`src/rtl/dequant_pkg.sv`:
```
// Shared types and tables for the 8x8 coefficient dequantizer.
// Zigzag scan order and per-diagonal shift amounts for Q0/Q1.
package dequant_pkg;

  typedef enum logic [2:0] {
    S_IDLE,
    S_ACCEPT,
    S_ZERO,
    S_VALUE,
    S_FILL,
    S_DONE
  } state_e;

  localparam logic [6:0] LAST_POS = 7'd63;

  // Zigzag scan position -> raster index (row*8+col).
  localparam logic [5:0] ZZ_RASTER [64] = '{
    6'd0,  6'd1,  6'd8,  6'd16, 6'd9,  6'd2,  6'd3,  6'd10,
    6'd17, 6'd24, 6'd32, 6'd25, 6'd18, 6'd11, 6'd4,  6'd5,
    6'd12, 6'd19, 6'd26, 6'd33, 6'd40, 6'd48, 6'd41, 6'd34,
    6'd27, 6'd20, 6'd13, 6'd6,  6'd7,  6'd14, 6'd21, 6'd28,
    6'd35, 6'd42, 6'd49, 6'd56, 6'd57, 6'd50, 6'd43, 6'd36,
    6'd29, 6'd22, 6'd15, 6'd23, 6'd30, 6'd37, 6'd44, 6'd51,
    6'd58, 6'd59, 6'd52, 6'd45, 6'd38, 6'd31, 6'd39, 6'd46,
    6'd53, 6'd60, 6'd61, 6'd54, 6'd47, 6'd55, 6'd62, 6'd63
  };

  // Shift indexed by diagonal d=row+col (0..14); entry 15 unused.
  localparam logic [2:0] Q0_SHIFT [16] = '{
    3'd3, 3'd2, 3'd3, 3'd3, 3'd4, 3'd4, 3'd5, 3'd5,
    3'd6, 3'd6, 3'd6, 3'd6, 3'd6, 3'd6, 3'd6, 3'd6
  };

  localparam logic [2:0] Q1_SHIFT [16] = '{
    3'd3, 3'd1, 3'd1, 3'd1, 3'd2, 3'd2, 3'd3, 3'd3,
    3'd4, 3'd4, 3'd5, 3'd5, 3'd5, 3'd5, 3'd5, 3'd5
  };

  function automatic logic [3:0] diag(input logic [5:0] r);
    return {1'b0, r[5:3]} + {1'b0, r[2:0]};
  endfunction

endpackage

```
`src/rtl/zigzag_lut.sv`:
```
// Zigzag position to raster address and dequant shift.
// Purely combinational lookup.
module zigzag_lut
  import dequant_pkg::*;
(
  input  logic [5:0] pos_i,
  input  logic       q_i,
  output logic [6:0] addr_o,
  output logic [2:0] shift_o
);

  logic [5:0] rast;
  logic [3:0] d;

  // Map scan position to raster slot, pick shift by diagonal.
  always_comb begin
    rast    = ZZ_RASTER[pos_i];
    d       = diag(rast);
    addr_o  = {1'b0, rast};
    shift_o = q_i ? Q1_SHIFT[d] : Q0_SHIFT[d];
  end

endmodule

```
`src/rtl/dequant_block.sv`:
```
// Run/value symbol decoder writing one dequantized 8x8 block.
// Emits 64 zigzag-ordered writes, then a finish pulse.
module dequant_block
  import dequant_pkg::*;
(
  input  logic        Clock_50,
  input  logic        Reset,
  input  logic        start,
  input  logic        q_select,
  input  logic        sym_valid,
  output logic        sym_ready,
  input  logic [5:0]  sym_run,
  input  logic [8:0]  sym_value,
  input  logic        sym_eob,
  output logic [6:0]  DP_RAM_address_a,
  output logic [31:0] DP_write_DATA_a,
  output logic        DP_write_enable_a,
  output logic        busy,
  output logic        finish,
  output logic        run_error
);

  state_e      state_q, state_d;
  logic [6:0]  pos_q, pos_d;
  logic [5:0]  run_q, run_d;
  logic [8:0]  val_q, val_d;
  logic        qsel_q, qsel_d;
  logic        err_q, err_d;

  logic        ready_q, ready_d;
  logic        we_q, we_d;
  logic [6:0]  addr_q, addr_d;
  logic [31:0] data_q, data_d;
  logic        busy_q, busy_d;
  logic        fin_q, fin_d;

  logic [6:0]  end_pos;
  logic        overflow;
  logic [6:0]  lut_addr;
  logic [2:0]  lut_shift;
  logic [15:0] prod;

  // Outputs are registered against the next state, so the
  // lookup is driven by the next position and matrix.
  zigzag_lut u_lut (
    .pos_i   (pos_d[5:0]),
    .q_i     (qsel_d),
    .addr_o  (lut_addr),
    .shift_o (lut_shift)
  );

  // Next-state and datapath decode.
  always_comb begin
    state_d  = state_q;
    pos_d    = pos_q;
    run_d    = run_q;
    val_d    = val_q;
    qsel_d   = qsel_q;
    err_d    = err_q;
    end_pos  = pos_q + {1'b0, sym_run};
    overflow = end_pos > LAST_POS;

    unique case (state_q)
      S_IDLE: begin
        if (start) begin
          state_d = S_ACCEPT;
          pos_d   = '0;
          run_d   = '0;
          qsel_d  = q_select;
          err_d   = 1'b0;
        end
      end
      S_ACCEPT: begin
        if (sym_valid) begin
          if (sym_eob) begin
            state_d = S_FILL;
          end else if (overflow) begin
            err_d   = 1'b1;
            state_d = S_FILL;
          end else begin
            val_d = sym_value;
            if (sym_run != 6'd0) begin
              run_d   = sym_run;
              state_d = S_ZERO;
            end else begin
              state_d = S_VALUE;
            end
          end
        end
      end
      S_ZERO: begin
        pos_d = pos_q + 7'd1;
        run_d = run_q - 6'd1;
        if (run_q == 6'd1) state_d = S_VALUE;
      end
      S_VALUE: begin
        pos_d   = pos_q + 7'd1;
        state_d = (pos_q == LAST_POS) ? S_DONE : S_ACCEPT;
      end
      S_FILL: begin
        pos_d = pos_q + 7'd1;
        if (pos_q == LAST_POS) state_d = S_DONE;
      end
      S_DONE: begin
        state_d = S_IDLE;
      end
      default: begin
        state_d = S_IDLE;
      end
    endcase
  end

  // Registered output values for the coming state.
  always_comb begin
    we_d    = state_d inside {S_ZERO, S_VALUE, S_FILL};
    ready_d = state_d == S_ACCEPT;
    busy_d  = state_d inside {S_ACCEPT, S_ZERO, S_VALUE, S_FILL};
    fin_d   = state_d == S_DONE;
    prod    = {{7{val_d[8]}}, val_d} << lut_shift;
    addr_d  = we_d ? lut_addr : 7'd0;
    data_d  = (state_d == S_VALUE) ? {{16{prod[15]}}, prod} : 32'd0;
  end

  // State and output registers with synchronous reset.
  always_ff @(posedge Clock_50) begin
    if (Reset) begin
      state_q <= S_IDLE;
      pos_q   <= '0;
      run_q   <= '0;
      val_q   <= '0;
      qsel_q  <= 1'b0;
      err_q   <= 1'b0;
      ready_q <= 1'b0;
      we_q    <= 1'b0;
      addr_q  <= '0;
      data_q  <= '0;
      busy_q  <= 1'b0;
      fin_q   <= 1'b0;
    end else begin
      state_q <= state_d;
      pos_q   <= pos_d;
      run_q   <= run_d;
      val_q   <= val_d;
      qsel_q  <= qsel_d;
      err_q   <= err_d;
      ready_q <= ready_d;
      we_q    <= we_d;
      addr_q  <= addr_d;
      data_q  <= data_d;
      busy_q  <= busy_d;
      fin_q   <= fin_d;
    end
  end

  assign sym_ready         = ready_q;
  assign DP_write_enable_a = we_q;
  assign DP_RAM_address_a  = addr_q;
  assign DP_write_DATA_a   = data_q;
  assign busy              = busy_q;
  assign finish            = fin_q;
  assign run_error         = err_q;

endmodule

```
`config.mk`:
```
export PLATFORM = sky130hd
export DESIGN_NAME = dequant_block
export DESIGN_NICKNAME = d
export VERILOG_FILES = /design/src/rtl/dequant_pkg.sv /design/src/rtl/zigzag_lut.sv /design/src/rtl/dequant_block.sv
export SDC_FILE = /design/constraint.sdc
export NUM_CORES = 1
export LEC_CHECK = 0
export BUFFER_PORTS_ARGS = -buffer_cell sky130_fd_sc_hd__buf_2
export CORE_AREA = 5 5 87 89
export DETAILED_ROUTE_END_ITERATION = 8
export DIE_AREA = 0 0 92 94
export GPL_ROUTABILITY_DRIVEN = 0
export HOLD_SLACK_MARGIN = 0.05
export PLACE_DENSITY = 0.79
export SYNTH_ARGS = -nofsm -noshare
export SYNTH_HDL_FRONTEND = slang
export SYNTH_SLANG_ARGS = --single-unit
```
`constraint.sdc`:
```
create_clock -name Clock_50 -period 5.9 [get_ports Clock_50]
set_clock_uncertainty 0.1 [all_clocks]
set_input_delay 0 -clock Clock_50 [delete_from_list [all_inputs] [get_ports Clock_50]]
set_output_delay 0 -clock Clock_50 [all_outputs]
set_load 0.05 [all_outputs]
```
==> metrics.md, run 1 <==
| Metric | Value |
|---|---|
| Result of the run | `finished, final reports clean` |
| Via count of the first global-routing pass | `3238` |
| Worst IR drop on VDD | `0.000125 V` |
| Area overhead of the layout relative to synthesis | `12.6%` |
| Primary flip-flop cell chosen by synthesis mapping | `sky130_fd_sc_hd__dfxtp_1` |
| Post-DP HPWL | `6790 um` |
| Initial cell density of the core | `0.550` |
| Crit path capture type | `flop` |
| Number of different library cells in the post-synthesis netlist | `73` |
| Placed Cells incl. Taps | `570` |
| Worst Max-Slew Pin Slew | `0.913 ns` |
| Die outline height | `94 um` |
| Top cell type by total area after synthesis | `sky130_fd_sc_hd__dfxtp_1` |
| Drt first pass iters | `5` |
| Cell Pwr Density | `187 mW/mm2` |
| Crit share post-route | `0.897` |
| DP Worst Slack | `0.728 ns` |
| Initial DRC Count | `153` |
| CP cell instances | `or3b_1 > nand2_1 > a311oi_2 > clkinv_1 > nand2_1 > o21ai_0 > and3_1 > nor4_1 > a21oi_1 > ha_1 > fa_1 > xor2_1 > a21oi_1 > nor4b_1 > o21ai_1 > o21ai_1` |
| Power consumption | `773 uW` |
| EDFF count, synth | `0` |
| Post-route cell area | `0.00414 mm2` |
| Slowest cell on the critical path | `sky130_fd_sc_hd__nor4b_1` |
| DP Area | `0.00388 mm2` |
| Most used standard cell by instance count after synthesis | `sky130_fd_sc_hd__dfxtp_1` |
| Net count reported at finish | `557` |
| Number of hold violations in the final report | `0` |
| Worst path buffer plus inverter count | `1` |
| Layout cell share with drive strength beyond 1 | `0.183` |
| Arrival time at the worst endpoint | `5.44 ns` |
| Crit-path max FO | `19` |
| TNS Setup | `0 ns` |
| Buffer type at the clock tree root | `sky130_fd_sc_hd__clkbuf_8` |
| Floorplan core area | `0.00668 mm2` |
| Post-CTS Resized | `0` |
| Critical path class | `reg2reg` |
| Count of yosys warnings during synthesis | `0` |
| Leakage component of the power | `0.00175 uW` |
| Fill cell instance count of the final layout | `595` |
| Post-synthesis cell area | `0.00367 mm2` |
| Share of the synthesized area in the top cell type | `0.289` |
| Post-Synthesis Cells | `465` |
| Minimum clock period | `5.29 ns` |
| ANT nets after route | `0` |
| Filler-free cell count of the finished design | `594` |
| Pin count of the biggest net entering global routing | `37` |
| Count of final setup violators | `0` |
| Detailed Route WL | `9290 um` |
| Chip Width | `92 um` |
| Post-route DRC violation count | `0` |
| Worst hold path class | `in2reg` |
| Number of port buffers | `63` |
| Worst slew margin | `0.383` |
| Largest buffer count on any clock path | `2` |
| Vias per inst | `6.10` |
| Startpoint type of the worst setup path | `flop` |
| Cell family contributing the most delay on the critical path | `simple AND/OR/NAND/NOR gates` |
| Sequential area share after synthesis | `0.289` |
| Unrepaired setup endpoints after global routing | `false` |
| Global Route Usage Sum | `0.213` |
| Vias | `3622` |
| Syn Area/Cell | `7.90 um2` |
| Clock input transition at the sequential cells of the worst setup and hold paths | `0.11 ns` |
| Area used by multi-input combinational logic | `0.00232 mm2` |
| Boundary Pins | `65` |
| H-tree lvl count | `2` |
| Clock tree from TritonCTS | `built` |
| Synth async-reset ratio | `0` |
| Count of max-cap constraint violations | `0` |
| CTS buffer count | `5` |
| Area of the die | `0.00865 mm2` |
| Critical path required time | `6.05 ns` |
| Diode count | `0` |
| Biggest area contributors in the synthesized netlist | `sky130_fd_sc_hd__dfxtp_1 (29%), sky130_fd_sc_hd__ha_1 (7.2%), sky130_fd_sc_hd__nand2_1 (5.3%), sky130_fd_sc_hd__a21oi_1 (4.8%), sky130_fd_sc_hd__mux2i_1 (4.6%)` |
| Insertion delay of the later-clocked pin in the worst-skew pair | `0.31 ns` |
| Critical Path Max Stage Delay | `0.80 ns` |
| Final worst-path setup slack | `0.609 ns` |
| Total count of max-transition violations in the final report | `0` |
| Synth cell count leaders | `sky130_fd_sc_hd__dfxtp_1 (53), sky130_fd_sc_hd__nand2_1 (52), sky130_fd_sc_hd__nor2_1 (42)` |
| #FFs+latches synth | `53` |
| Peak Freq | `0.189 GHz` |
| Grt ovf | `0` |
| Routed wire length per instance | `15.6 um` |
| Sequential cell area | `0.00106 mm2` |
| First-pass GRT wire length | `15200 um` |
| Number of standard-cell rows in the floorplan | `30` |
| Antenna violations before repair | `0` |
| Number of sinks driven by the clock tree | `53` |
worst paths after layout:
check	start	end	slack, ns	cells past startpoint
max	state_q[0]	DP_write_DATA_a[10]	0.61	16
min	sym_run[5]	run_q[5]	0.08	4
min reg2reg	val_q[6]	val_q[6]	0.39	2
max reg2reg	state_q[0]	DP_write_DATA_a[10]	0.61	16
placed cells by master, fill, tap and decap left out, types with 5 or more instances in the layout:
cell	n
sky130_fd_sc_hd__clkbuf_8	5
sky130_fd_sc_hd__o21ai_0	14
sky130_fd_sc_hd__nor2b_1	6
sky130_fd_sc_hd__dlygate4sd3_1	16
sky130_fd_sc_hd__nand3_1	21
sky130_fd_sc_hd__nand2_1	52
sky130_fd_sc_hd__buf_4	6
sky130_fd_sc_hd__o21ai_1	10
sky130_fd_sc_hd__and3_1	7
sky130_fd_sc_hd__buf_2	63
sky130_fd_sc_hd__o22ai_1	8
sky130_fd_sc_hd__inv_1	7
sky130_fd_sc_hd__dfxtp_1	53
sky130_fd_sc_hd__a211oi_1	11
sky130_fd_sc_hd__nor2_1	42
sky130_fd_sc_hd__a31oi_1	8
sky130_fd_sc_hd__ha_1	21
sky130_fd_sc_hd__mux2i_1	17
sky130_fd_sc_hd__a21oi_1	35
sky130_fd_sc_hd__nor4_1	6
sky130_fd_sc_hd__nor3_1	12
sky130_fd_sc_hd__a22oi_1	6
layout make-up:
cell class	count	area share
Clock buffer	5	0.0166
Clock inverter	3	0.00605
Inverter	10	0.00907
Multi-Input combinational cell	358	0.562
Sequential cell	53	0.257
Tap cell	80	0.0242
Timing Repair Buffer	85	0.126
cells by family after synthesis:
group | synth area share
xor gates and xnor gates | 0.0191
other | 0.00102
muxes | 0.0494
buffers and inverters | 0.0814
DFF | 0.289
adders and majority gates | 0.0824
and+or+nand+nor | 0.240
AOI/OAI and AO/OA | 0.238
flip-flops by register name (all words and copies together), names as in the netlist, 3 cells and up:
signal / flops
state_q: 3
DP_write_DATA_a: 16
pos_q: 7
val_q: 9
run_q: 6
DP_RAM_address_a: 6
tightest hold or removal path: stages:
cell	delay (ns)
sky130_fd_sc_hd__buf_2	0.13
sky130_fd_sc_hd__a22oi_1	0.15
sky130_fd_sc_hd__or2_2	0.12
sky130_fd_sc_hd__a21oi_1	0.05
routing by layer:
layer	routed length [um]	track usage	vias to the layer above
met5	0	0	-
met4	164	0.0755	0
met3	643	0.0337	18
met2	4430	0.353	144
met1	4040	0.280	1683
li1	-	-	1777
power breakdown:
part	switching, uW	leakage, uW	internal (uW)
registers	10.1	0.000430	369
logic	111	0.00127	65.0
clock network	132	0.0000447	86.0
through the flow:
| step | util | hold WS, ns |
|---|---|---|
| final | 0.619 | 0.0841 |
| after global routing | 0.619 | 0.0889 |
| after CTS | 0.619 | 0.0723 |
| after detailed placement | 0.581 | 0.177 |
| after global placement | 0.581 | 0.167 |
| after floorplan | - | 0.0360 |
what timing repair did:
item	CTS	global route
hold buffers	16	0
buffers inserted	0	0
endpoints found under the hold margin	19	0
Note: power is estimated with default switching activity, not from simulation.
==> run 2: changes to the inputs <==
--- a/config.mk
+++ b/config.mk
@@ -6,9 +6,9 @@
 export NUM_CORES = 1
 export LEC_CHECK = 0
 export BUFFER_PORTS_ARGS = -buffer_cell sky130_fd_sc_hd__buf_2
-export CORE_AREA = 5 5 87 89
+export CORE_AREA = 2 2 64 112
 export DETAILED_ROUTE_END_ITERATION = 8
-export DIE_AREA = 0 0 92 94
+export DIE_AREA = 0 0 66 114
 export GPL_ROUTABILITY_DRIVEN = 0
 export HOLD_SLACK_MARGIN = 0.05
 export PLACE_DENSITY = 0.79
==> run 2 against run 1 <==
Compared with the run above: die area fell by 13%; fmax rose by 0.92%; combinational power barely moved; final cell count rose by 1.0%; non-clock buffer count rose by 2; core utilization rose by 0.76 points; clock-buffer cell count rose by 1; sequential share of layout area fell by 0.40 points; critical path depth rose by 3; setup slack improved by 0.048 ns; first-iteration DRC count rose by 65%.
==> metrics.md, run 2 (synthesis gave the netlist of run 1 again) <==
| Metric | Value |
|---|---|
| Result of the run | `finished, final reports clean` |
| Reg power frac | `0.449 (-0.042)` |
| Path depth of the worst reg2reg path | `19 (+3)` |
| Final-layout worst hold slack | `0.0597 ns (-0.0243 ns)` |
| Origin of the critical flop-to-flop path | `state_q[2]` |
| Initial DRC Count | `253 (+65%)` |
| Die outline height | `114 um (+21%)` |
| Total count of max-transition violations in the final report | `0 (unchanged)` |
| Layout cell share with drive strength beyond 1 | `0.190 (+0.00704)` |
| Count of final setup violators | `0 (unchanged)` |
| Critical Path Max Stage Delay | `0.58 ns (-0.22 ns)` |
| Vias | `3672 (+1.4%)` |
| Crit path capture type | `flop` |
| Global Route Usage Sum | `0.259 (+0.0464)` |
| Number of sinks driven by the clock tree | `53 (unchanged)` |
| Vias per inst | `6.12 (+0.37%)` |
| Post-DP HPWL | `6870 um (+1.2%)` |
| Filler-free cell count of the finished design | `600 (+1.0%)` |
| Endpoint of the worst-slack reg-to-reg timing path | `DP_write_DATA_a[6]` |
| Arrival time at the worst endpoint | `5.37 ns (-0.07 ns)` |
| Largest register FFs | `16 (unchanged)` |
| Floorplan core area | `0.00671 mm2 (+0.37%)` |
| Leakage component of the power | `0.00178 uW (+1.7%)` |
| Unrepaired setup endpoints after global routing | `false` |
| Count of max-cap constraint violations | `0 (unchanged)` |
| Net count reported at finish | `559 (+0.36%)` |
| H-tree lvl count | `2 (unchanged)` |
| CTS buffer count | `5 (unchanged)` |
| Most common library cell in the layout ignoring fill and taps | `sky130_fd_sc_hd__buf_2` |
| Number of cells on the worst hold path | `3 (-1)` |
| Minimum clock period | `5.24 ns (-0.0480 ns)` |
| Critical path class | `reg2reg` |
| ANT nets after route | `0 (unchanged)` |
| Largest buffer count on any clock path | `2 (unchanged)` |
| Flop-to-flop setup slack | `0.66 ns (+0.05 ns)` |
| Chip Width | `66 um (-28%)` |
| Initial cell density of the core | `0.548 (-0.00205)` |
| TNS Setup | `0 ns (unchanged)` |
| Design internal power | `592 uW (+14%)` |
| Source of the worst hold timing path | `sym_run[1]` |
| Antenna violations before repair | `0 (unchanged)` |
| Net Switching | `254 uW (+0.49%)` |
| Worst Max-Slew Pin Slew | `0.913 ns (-0.000834 ns)` |
| Critical path required time | `6.02 ns (-0.03 ns)` |
| Number of port buffers | `63 (unchanged)` |
| Post-route DRC violation count | `0 (unchanged)` |
| Via count of the first global-routing pass | `3447 (+6.5%)` |
| Buffer type at the clock tree root | `sky130_fd_sc_hd__clkbuf_16` |
| Worst slew margin | `0.391 (+0.00848)` |
| Startpoint type of the worst setup path | `flop` |
| Worst hold path class | `in2reg` |
| Hold endpoint | `run_q[1]` |
| Slowest cell on the critical path | `sky130_fd_sc_hd__o22ai_1` |
| CP dominant cell by count | `sky130_fd_sc_hd__nand2_1` |
| Cell Pwr Density | `201 mW/mm2 (+7.6%)` |
| Worst IR drop on VDD | `0.000216 V (+73%)` |
| Clock input transition at the sequential cells of the worst setup and hold paths | `0.07 ns (-0.04 ns)` |
| Crit-path max FO | `12 (-7)` |
| Clock tree from TritonCTS | `built` |
| Area overhead of the layout relative to synthesis | `14.4%` |
| CP cell instances | `or3b_1 > nand2_1 > mux2_2 > inv_2 > ha_1 > nand2_1 > o21ai_0 > and3_1 > nor4_1 > a21oi_1 > ha_1 > fa_1 > xor2_1 > a22oi_1 > o22ai_1 > nand2_1 > a32oi_1 > mux2i_1 > o22ai_1` |
| Grt ovf | `0 (unchanged)` |
| Diode count | `0 (unchanged)` |
| Number of standard-cell rows in the floorplan | `40 (+33%)` |
| Switching Fraction | `0.300 (-0.0265)` |
| Drt first pass iters | `7 (+2)` |
| Detailed Route WL | `9400 um (+1.2%)` |
| Placed Cells incl. Taps | `578 (+1.4%)` |
| Boundary Pins | `65 (unchanged)` |
| Peak Freq | `0.191 GHz (+0.92%)` |
| Area of the die | `0.00752 mm2 (-13%)` |
| Crit share post-route | `0.889 (-0.00814)` |
| Number of hold violations in the final report | `0 (unchanged)` |
| Pin count of the biggest net entering global routing | `37 (unchanged)` |
| First-pass GRT wire length | `15400 um (+1.3%)` |
| Routed wire length per instance | `15.7 um (+0.24%)` |
| Combinational power share | `0.207 (-0.021)` |
| Insertion delay of the later-clocked pin in the worst-skew pair | `0.29 ns (-0.02 ns)` |
| Clk network pwr share | `0.345 (+0.064)` |
| Commonest cells after routing, fill and taps aside | `sky130_fd_sc_hd__buf_2 (63), sky130_fd_sc_hd__dfxtp_1 (53), sky130_fd_sc_hd__nand2_1 (52)` |
## run 2: how the worst max path moves through the flow
| stage | startpoint | endpoint | slack, ns | depth (start not counted) |
|---|---|---|---|---|
| after floorplan | state_q[0] | DP_write_DATA_a[4] | 0.90 | 19 |
| after global placement | state_q[0] | DP_write_DATA_a[6] | 0.68 | 20 |
| after detailed placement | state_q[2] | DP_write_DATA_a[6] | 0.54 | 20 |
| after CTS | state_q[2] | DP_write_DATA_a[6] | 0.50 | 20 |
| after global routing | state_q[2] | DP_write_DATA_a[6] | 0.21 | 19 |
| final | state_q[2] | DP_write_DATA_a[6] | 0.66 | 19 |
## run 2: layer usage
metal  up-vias  global-route usage  routed length, um
met5         -                   0                  0
met4         0               0.156                440
met3        36              0.0276                385
met2       133               0.470               4960
met1      1717               0.279               3620
li1       1786                   -                  -
## run 2: power groups by stage
stage	combinational [uW]	clock [uW]	sequential, uW
6_report	175	291	379
5_1_grt	192	308	381
4_1_cts	173	294	379
3_5_place_dp	165	0	388
3_3_place_gp	162	0	387
2_1_floorplan	117	0	397
## run 2: worst max-delay path: cells and delay by family (launching register included)
family / cells / cell delay, ns
and+or+nand+nor: 6 / 1.42
AOI/OAI and AO/OA: 6 / 1.40
buffers and inverters: 1 / 0.14
adders and majority gates: 3 / 0.88
xor gates and xnor gates: 1 / 0.33
DFF: 1 / 0.49
muxes: 2 / 0.42
## run 2: through the flow
step                       util  cell area [um2]  total power [uW]  setup WS, ns
after floorplan               -             3680               515         0.902
after global placement    0.584             3920               549         0.680
after detailed placement  0.584             3920               553         0.538
after CTS                 0.626             4200               847         0.505
after global routing      0.627             4200               880         0.212
final                     0.627             4200               846         0.657
## run 2: area by class of cell
cell class	count	area, um2
repair buffers	87	531
clock inverters	2	15.0
fillers	568	2500
flip-flops and latches	53	1060
multi-input cells	358	2320
well taps	84	105
clock buffers	6	129
inverters	10	37.5
## run 2: what timing repair did
action | 4_1_cts | 5_1_grt
hold endpoints to repair | 17 | 0
gates resized for setup | 0 | 1
setup buffers | 0 | 0
hold buffers | 14 | 0
setup endpoints to repair | 0 | 3
==> run 3: changes to the inputs <==
--- a/config.mk
+++ b/config.mk
@@ -10,6 +10,7 @@
 export DETAILED_ROUTE_END_ITERATION = 8
 export DIE_AREA = 0 0 66 114
 export GPL_ROUTABILITY_DRIVEN = 0
+export GPL_TIMING_DRIVEN = 0
 export HOLD_SLACK_MARGIN = 0.05
 export PLACE_DENSITY = 0.79
 export SYNTH_ARGS = -nofsm -noshare
==> run 3 against run 2 <==
Compared with the run above: sequential power about the same; cell area increased by 6.2%; largest power group unchanged; fmax decreased by 4.3%; sequential cell count unchanged; sequential share of layout area decreased by 1.5 points.
==> metrics.md, run 3 (synthesis gave the netlist of run 1 again) <==
| Metric | Value |
|---|---|
| Combinational power share | `0.208 (about the same)` |
| Post-DP HPWL | `7470 um (+8.6%)` |
| Layout cell share with drive strength beyond 1 | `0.213 (+0.0231)` |
| Global Route Usage Sum | `0.270 (+0.0109)` |
| DP Worst Slack | `-0.0961 ns (-0.634 ns)` |
| Area overhead of the layout relative to synthesis | `21.5%` |
| Result of the run | `finished, final reports clean` |
| Antenna violations before repair | `0 (unchanged)` |
| Clock tree from TritonCTS | `built` |
| Count of final setup violators | `0 (unchanged)` |
| Sequential cell area | `0.00106 mm2 (unchanged)` |
| H-tree lvl count | `2 (unchanged)` |
| Die outline height | `114 um (unchanged)` |
| Final worst-path setup slack | `0.424 ns (-0.233 ns)` |
| Final-layout worst hold slack | `0.0749 ns (+0.0152 ns)` |
| Critical path class | `reg2reg` |
| Worst slew margin | `0.470 (+0.0788)` |
| Crit path capture type | `flop` |
| Worst Max-Slew Pin Slew | `0.784 ns (-0.128 ns)` |
| Floorplan core area | `0.00671 mm2 (unchanged)` |
| Fill cell instance count of the final layout | `604 (+6.3%)` |
| Initial cell density of the core | `0.548 (unchanged)` |
| Drt first pass iters | `5 (-2)` |
| Crit share post-route | `0.928 (+0.0395)` |
| Switching Fraction | `0.287 (-0.0133)` |
| Net count reported at finish | `597 (+6.8%)` |
| Minimum clock period | `5.48 ns (+0.233 ns)` |
| ANT nets after route | `0 (unchanged)` |
| Commonest cells after routing, fill and taps aside | `sky130_fd_sc_hd__buf_2 (64), sky130_fd_sc_hd__dfxtp_1 (53), sky130_fd_sc_hd__nand2_1 (52)` |
| Unrepaired setup endpoints after global routing | `false` |
| Number of port buffers | `62 (-1.6%)` |
| Clk network pwr share | `0.370 (+0.025)` |
| Design internal power | `639 uW (+8.1%)` |
| Crit-path max FO | `10 (-2)` |
| Launch point of the critical path | `state_q[0]` |
| CP cell instances | `buf_2 > or3b_1 > a211o_1 > and3_1 > clkbuf_1 > clkbuf_1 > and3_1 > nor4_2 > a21oi_1 > ha_1 > fa_1 > xor2_2 > nor2_1 > nor2_1 > o22a_1 > buf_2 > buf_4 > mux2i_1 > mux2i_1 > mux2i_1 > o22ai_1` |
| Leakage component of the power | `0.00192 uW (+7.9%)` |
| Startpoint type of the worst setup path | `flop` |
| Buffer type at the clock tree root | `sky130_fd_sc_hd__clkbuf_16` |
| First-pass GRT wire length | `16100 um (+4.4%)` |
| Detailed Route WL | `10100 um (+7.2%)` |
| Vias per inst | `6.06 (-0.99%)` |
| Most common library cell in the layout ignoring fill and taps | `sky130_fd_sc_hd__buf_2` |
| Cell Pwr Density | `201 mW/mm2 (-0.11%)` |
| Routed wire length per instance | `15.8 um (+0.84%)` |
| Number of standard-cell rows in the floorplan | `40 (unchanged)` |
| Flop-to-flop setup slack | `0.42 ns (-0.23 ns)` |
| Critical Path Max Stage Delay | `0.52 ns (-0.06 ns)` |
| Peak Freq | `0.183 GHz (-4.3%)` |
| Via count of the first global-routing pass | `3580 (+3.9%)` |
| Path depth of the worst reg2reg path | `21 (+2)` |
| End of the critical path | `DP_write_DATA_a[9]` |
| Largest register FFs | `16 (unchanged)` |
| Slowest cell on the critical path | `sky130_fd_sc_hd__or3b_1` |
| Chip Width | `66 um (unchanged)` |
| Endpoint of the worst-slack reg-to-reg timing path | `DP_write_DATA_a[9]` |
| Clock input transition at the sequential cells of the worst setup and hold paths | `0.07 ns (about the same)` |
| Pin count of the biggest net entering global routing | `18 (-51%)` |
| Worst hold path class | `in2reg` |
| Number of sinks driven by the clock tree | `53 (unchanged)` |
| Initial DRC Count | `263 (+4.0%)` |
| Net Switching | `258 uW (+1.4%)` |
| Origin of the critical flop-to-flop path | `state_q[0]` |
| Arrival time at the worst endpoint | `5.55 ns (+0.18 ns)` |
| Total count of max-transition violations in the final report | `0 (unchanged)` |
| Area of the die | `0.00752 mm2 (unchanged)` |
| Vias | `3866 (+5.3%)` |
| Largest buffer count on any clock path | `2 (unchanged)` |
| Grt ovf | `0 (unchanged)` |
| CTS buffer count | `5 (unchanged)` |
| CP dominant cell by count | `sky130_fd_sc_hd__mux2i_1` |
| Reg power frac | `0.421 (-0.028)` |
| Diode count | `0 (unchanged)` |
| Worst IR drop on VDD | `0.000206 V (-4.4%)` |
| Area used by multi-input combinational logic | `0.00234 mm2 (+0.70%)` |
| Insertion delay of the later-clocked pin in the worst-skew pair | `0.30 ns (about the same)` |
| Critical path required time | `5.98 ns (-0.04 ns)` |
| Boundary Pins | `65 (unchanged)` |
| Number of hold violations in the final report | `0 (unchanged)` |
| Post-route DRC violation count | `0 (unchanged)` |
| Count of max-cap constraint violations | `0 (unchanged)` |
==> run 3: critical path, delay by kind of cell, from the launching register on <==
kind | cells | cell delay, ns
muxes | 3 | 0.67
buffers and inverters | 5 | 1.16
AOI/OAI and AO/OA | 4 | 0.70
and+or+nand+nor | 6 | 1.49
adders and majority gates | 2 | 0.65
DFF | 1 | 0.30
xor gates and xnor gates | 1 | 0.28
==> run 3: power by group through the flow <==
stage	sequential, uW	clock, uW	combinational, uW
final	378	332	187
after global routing	379	349	203
after CTS	377	339	183
after detailed placement	386	0	174
after global placement	385	0	170
after floorplan	397	0	117
==> run 3: layer usage <==
| layer | part of all wire | global-route usage | up-vias |
|---|---|---|---|
| li1 | - | - | 1858 |
| met2 | 0.53 | 0.494 | 170 |
| met5 | 0 | 0 | - |
| met1 | 0.38 | 0.288 | 1805 |
| met3 | 0.053 | 0.0404 | 33 |
| met4 | 0.037 | 0.147 | 0 |
==> run 3: how the worst min path moves through the flow <==
stage | cells past startpoint | to | slack [ns] | start
2_1_floorplan | 2 | val_q[5] | 0.04 | sym_value[5]
3_3_place_gp | 3 | val_q[3] | 0.16 | sym_value[3]
6_report | 3 | run_q[1] | 0.07 | sym_run[1]
4_1_cts | 3 | run_q[1] | 0.07 | sym_run[1]
3_5_place_dp | 3 | val_q[3] | 0.17 | sym_value[3]
5_1_grt | 3 | run_q[1] | 0.08 | sym_run[1]
==> run 3: per-stage QoR <==
step                instances  total power [uW]  utilization  setup TNS (ns)  cell area (um2)
floorplan                 466               515            -               0             3680
global route              638               930        0.665               0             4460
finish                    638               897        0.665               0             4460
CTS                       635               899        0.658               0             4420
detailed placement        612               560        0.610          -0.301             4090
global placement          612               555        0.610               0             4090
==> run 3: layout make-up <==
cell class,count,area share
Tap cell,84,0.0235
Buffer,44,0.0583
Clock buffer,6,0.0289
Timing Repair Buffer,81,0.110
Clock inverter,2,0.00869
Sequential cell,53,0.238
Multi-Input combinational cell,358,0.525
Inverter,10,0.00841
==> run 3: timing repair <==
| action | 4_1_cts | 5_1_grt |
|---|---|---|
| resized for setup | 1 | 7 |
| pin swaps | 0 | 1 |
| hold buffers | 15 | 0 |
| endpoints found under the setup margin | 9 | 13 |
| hold endpoints to repair | 18 | 0 |
| setup buffers | 0 | 4 |
